File: config.mk
export PLATFORM = sky130hd
export DESIGN_NAME = mdclcg_adder_scheduler
export DESIGN_NICKNAME = d
export VERILOG_FILES = /design/src/rtl/mdclcg_adder_scheduler.sv
export SDC_FILE = /design/constraint.sdc
export NUM_CORES = 1
export LEC_CHECK = 0
export ABC_CLOCK_PERIOD_IN_PS = 2100
export BUFFER_PORTS_ARGS = -buffer_cell sky130_fd_sc_hd__buf_2
export CAP_MARGIN = 20
export CORE_MARGIN = 8
export CORE_UTILIZATION = 37
export CTS_CLUSTER_DIAMETER = 100
export CTS_CLUSTER_SIZE = 25
export DETAILED_ROUTE_END_ITERATION = 8
export SLEW_MARGIN = 30
export SYNTH_ARGS = -nofsm -noshare
export SYNTH_HDL_FRONTEND = slang
export SYNTH_SLANG_ARGS = --single-unit
export TNS_END_PERCENT = 20
File: constraint.sdc
create_clock -name clk -period 2.1 [get_ports clk]
set_input_delay 0.105 -clock clk [delete_from_list [all_inputs] [get_ports clk]]
set_output_delay 0.105 -clock clk [all_outputs]
set_load 0.01 [all_outputs]
File: src/rtl/mdclcg_adder_scheduler.sv
// Sequencer that time-shares one three-operand adder across the x/y/p/q LCGs and
// emits one random bit per valid iteration on a valid/ready output.
module mdclcg_adder_scheduler #(
  parameter int          R1 = 2,
  parameter int          R2 = 3,
  parameter int          R3 = 4,
  parameter int          R4 = 5,
  parameter logic [15:0] B1 = 16'd1,
  parameter logic [15:0] B2 = 16'd3,
  parameter logic [15:0] B3 = 16'd5,
  parameter logic [15:0] B4 = 16'd7,
  parameter logic [15:0] SX = 16'd1,
  parameter logic [15:0] SY = 16'd2,
  parameter logic [15:0] SP = 16'd3,
  parameter logic [15:0] SQ = 16'd4
) (
  input  logic        clk,
  input  logic        rst,
  input  logic        seed_we,
  input  logic [1:0]  seed_sel,
  input  logic [15:0] seed_data,
  input  logic        run,
  output logic [15:0] add_a,
  output logic [15:0] add_b,
  output logic [15:0] add_c,
  output logic        add_cin,
  input  logic [16:0] add_sum,
  output logic        rnd_valid,
  output logic        rnd_bit,
  input  logic        rnd_ready,
  output logic        busy
);

  typedef enum logic [2:0] {
    IDLE  = 3'd0,
    S_X   = 3'd1,
    S_Y   = 3'd2,
    S_P   = 3'd3,
    S_Q   = 3'd4,
    S_CMP = 3'd5,
    S_OUT = 3'd6
  } state_t;

  state_t      state, state_nxt;
  logic [15:0] x, y, p, q;
  logic        b_flag, c_flag;
  logic [15:0] sum16;
  logic        unused_bits;

  // The carry out of the adder is dropped: all recurrences are mod 2^16.
  assign sum16       = add_sum[15:0];
  assign unused_bits = ^{add_sum[16], b_flag, c_flag};
  assign add_cin     = 1'b0;
  assign busy        = (state != IDLE);

  always_comb begin
    state_nxt = state;
    add_a     = 16'd0;
    add_b     = 16'd0;
    add_c     = 16'd0;
    case (state)
      IDLE: begin
        if (!seed_we && run) state_nxt = S_X;
      end
      S_X: begin
        add_a     = x;
        add_b     = x << R1;
        add_c     = B1;
        state_nxt = S_Y;
      end
      S_Y: begin
        add_a     = y;
        add_b     = y << R2;
        add_c     = B2;
        state_nxt = S_P;
      end
      S_P: begin
        add_a     = p;
        add_b     = p << R3;
        add_c     = B3;
        state_nxt = S_Q;
      end
      S_Q: begin
        add_a     = q;
        add_b     = q << R4;
        add_c     = B4;
        state_nxt = S_CMP;
      end
      S_CMP: begin
        if (p > q)    state_nxt = S_OUT;
        else if (run) state_nxt = S_X;
        else          state_nxt = IDLE;
      end
      S_OUT: begin
        if (rnd_ready) state_nxt = run ? S_X : IDLE;
      end
      default: state_nxt = IDLE;
    endcase
  end

  always_ff @(posedge clk) begin
    if (rst) begin
      state     <= IDLE;
      x         <= SX;
      y         <= SY;
      p         <= SP;
      q         <= SQ;
      b_flag    <= 1'b0;
      c_flag    <= 1'b0;
      rnd_valid <= 1'b0;
      rnd_bit   <= 1'b0;
    end else begin
      state <= state_nxt;
      case (state)
        IDLE: begin
          if (seed_we) begin
            case (seed_sel)
              2'd0: x <= seed_data;
              2'd1: y <= seed_data;
              2'd2: p <= seed_data;
              2'd3: q <= seed_data;
              default: ;
            endcase
          end
        end
        S_X: x <= sum16;
        S_Y: y <= sum16;
        S_P: p <= sum16;
        S_Q: q <= sum16;
        S_CMP: begin
          b_flag <= (x > y);
          c_flag <= (p > q);
          if (p > q) begin
            rnd_valid <= 1'b1;
            rnd_bit   <= (x > y);
          end
        end
        S_OUT: begin
          if (rnd_ready) rnd_valid <= 1'b0;
        end
        default: ;
      endcase
    end
  end

endmodule

==> results.sh <==
export IMPL_outcome="finished, final reports clean"
export IMPL_cp_top_family="simple AND/OR/NAND/NOR gates"
export IMPL_p_clk_share_pct=30.2
export IMPL_drc=0
export IMPL_powerDensity_nw_per_um2=917
export IMPL_regToRegStartpoint="p[9]"
export IMPL_fin_skew_ns=0.00708
export IMPL_rsz0062_at_grt="true"
export IMPL_yosysUniqueCellTypes=44
export IMPL_area_growth_pct=24.5
export IMPL_min_period_over_period_pct=96.3
export IMPL_switchingPower_mw=1.84
export IMPL_die_w_um=127
export IMPL_vias=4575
export IMPL_ys_top_cells_by_area="dfxtp_1 (30%), mux2i_1 (11%), ha_1 (8.8%), nand2_1 (8.2%), a211oi_1 (7.6%)"
export IMPL_synth_seq_cells=69
export IMPL_hp_class="in -> reg"
export IMPL_cts_tree="done"
export IMPL_drt_iter0_markers=422
export IMPL_cp_data_required_time_ns=2.37
export IMPL_htree_levels=3
export IMPL_seq_area_frac_synth_pct=30.3
export IMPL_root_buffer="clkbuf_16"
export IMPL_start_kind="flop"
export IMPL_p_int_mw=3.36
export IMPL_period_minus_slack_ns=2.02
export IMPL_yosysTopAreaCellShare_pct=30.3
export IMPL_power_leakage_nw=2.38
export IMPL_synth_most_common_cell="nand2_1"
export IMPL_clkSlewWorstSetupHoldPaths_ns=0.06
export IMPL_design_core_area_um2=12000
export IMPL_critical_path_class="reg -> reg"
export IMPL_crit_top_cell="nand4_1"
export IMPL_wl_per_cell_um=19.2
export IMPL_antenna_found_initial=0
export IMPL_maxCapViolations=0
export IMPL_clkSinkCount=69
export IMPL_antenna_left=0
export IMPL_die_area_um2=16100
export IMPL_yosys_area_top_type="dfxtp_1"
export IMPL_fmax_ghz=0.495
export IMPL_grt_usage_pct=18.7
export IMPL_ys_flop_type="dfxtp_1"
export IMPL_cp_end_kind="flop"
export IMPL_pwr_share_comb_pct=37.4
export IMPL_path_cells="ha_4 > nand4_1 > nor2_1 > a221oi_1 > or3b_4 > nand4_1 > mux2i_1"
export IMPL_slew_viol_final=0
export IMPL_finalWirelength_um=15500
export IMPL_fin_area_um2=5670
export IMPL_syn_area_per_cell_um2=7.80
export IMPL_netlist_instances=584
export IMPL_p_sw_share_pct=35.3
export IMPL_ir_worst_vdd_v=0.000437
export IMPL_worstPathArrival_ns=2.29
export IMPL_synth_commonest_cells="nand2_1 (99), dfxtp_1 (69), nor2_1 (64)"
export IMPL_hold_buffers=0
export IMPL_worstSetupStartpoint="p[9]"
export IMPL_post_drt_via_cell_ratio=5.64
export IMPL_diodes=0
export IMPL_grt_pass1_wl_um=23900
export IMPL_fp_row_count=40
export IMPL_worst_path_buf_inv=0
export IMPL_fin_setup_tns_ns=0
export IMPL_start_util_pct=37.9
export IMPL_synthArstFlopShare_pct=0
export IMPL_grt_overflow=0
export IMPL_nFillCells=1156
export IMPL_grt_max_degree=37
export IMPL_globalplace_congestion=0.905
export IMPL_slowest_stage="dfxtp_1"
export IMPL_die_h_um=127
export IMPL_place_detailed_hpwl_um=11100
export IMPL_hold_viol=0
export IMPL_nets=733
export IMPL_place_area_um2=5200
export IMPL_clockBufferDepth=2
export IMPL_synth_area_um2=4550
export IMPL_clock_latency_ns=0.34
export IMPL_port_buffers=74
export IMPL_slowest_delay_ns=0.45
export IMPL_crit_path_max_fanout=4
export IMPL_synth_edf_count=0
export IMPL_hold_start="add_sum[15]"
export IMPL_grt_pass1_vias=4507
export IMPL_p_seq_share_pct=32.4
export IMPL_drive_above_1_share_pct=22.7
export IMPL_setup_viol=0
export IMPL_first_pass_iters=5
export IMPL_ios=92
export IMPL_yosys_warnings=0
export IMPL_cts_buffers=9
cell type report:
type                       count  area (um2)  share of cell area, %
clock buffer                  13         270                   4.77
clock inverter                 1        30.0                  0.530
inverter                      35         131                   2.32
multi-input combinational    440        2930                   51.7
sequential                    69        1390                   24.6
tap                          147         184                   3.24
timing repair buffer         106         728                   12.8
routing by layer:
| metal | track usage [%] | vias up | routed length (um) |
|---|---|---|---|
| met1 | 23.6 | 2150 | 6830 |
| li1 | - | 2184 | - |
| met5 | 0 | - | 0 |
| met4 | 5.11 | 0 | 225 |
| met3 | 6.24 | 24 | 1470 |
| met2 | 29.8 | 217 | 7020 |
cell families after synthesis:
kind of cell    count (synthesis)  synth area share [%]
buf+inv                        90                  9.48
compound gates                108                  16.8
mux                            50                  11.0
flops                          69                  30.3
fa+ha+maj                      32                  8.79
xor+xnor                        1                 0.192
simple gates                  233                  23.3
other cells                     1                0.0823
repair_timing:
action,CTS,global route
buffers inserted,0,3
gates resized for setup,0,23
endpoints found under the setup margin,0,20
power groups by stage:
stage | Sequential [mW] | Clock (mW) | Combinational [mW]
5_1_grt | 1.71 | 1.65 | 2.14
4_1_cts | 1.66 | 1.58 | 1.80
3_3_place_gp | 1.68 | 0 | 1.76
3_5_place_dp | 1.69 | 0 | 1.79
6_report | 1.68 | 1.57 | 1.95
2_1_floorplan | 1.64 | 0 | 1.19
worst reg2reg max path, delay by kind of cell, from the launching register on:
family | cells | cell delay (ns)
AO/OA/AOI/OAI | 1 | 0.29
adder cells (fa/ha/maj) | 1 | 0.25
flip-flops | 1 | 0.45
multiplexers | 1 | 0.19
AND/OR/NAND/NOR | 4 | 0.78
worst paths after layout:
kind	end	slack, ns	cells after the start
worst min-delay path	p[15]	0.06	3
worst max register to register	rnd_bit	0.08	7
worst max-delay path	rnd_bit	0.08	7
worst min register to register	q[15]	0.51	2
through the flow:
stage / hold WS (ns) / setup slack, ns / util, % / power, mW / cells
2_1_floorplan: 0.264 / 0.210 / - / 2.83 / 599
3_3_place_gp: 0.408 / 0.0937 / 43.3 / 3.44 / 793
3_5_place_dp: 0.415 / 0.0381 / 43.3 / 3.49 / 793
4_1_cts: 0.0590 / 0.00151 / 45.8 / 5.05 / 807
5_1_grt: 0.0661 / -0.0475 / 47.2 / 5.50 / 811
6_report: 0.0615 / 0.0784 / 47.2 / 5.20 / 811
sequential cells by signal, indices dropped and copies added, names as in the netlist:
| register | flops |
|---|---|
| p | 16 |
| q | 16 |
| rnd_bit | 1 |
| rnd_valid | 1 |
| state | 3 |
| x | 16 |
| y | 16 |
cells in the final DEF (no fill, tap or decap), drive strengths merged, types with 10 or more instances in the layout:
| master | instances |
|---|---|
| a211oi | 46 |
| a21oi | 21 |
| a311oi | 17 |
| buf | 105 |
| clkbuf | 14 |
| conb | 16 |
| dfxtp | 69 |
| ha | 32 |
| inv | 35 |
| mux2i | 49 |
| nand2 | 99 |
| nand3 | 10 |
| nand4 | 29 |
| nor2 | 65 |
Power figures use the tool's default switching activity.
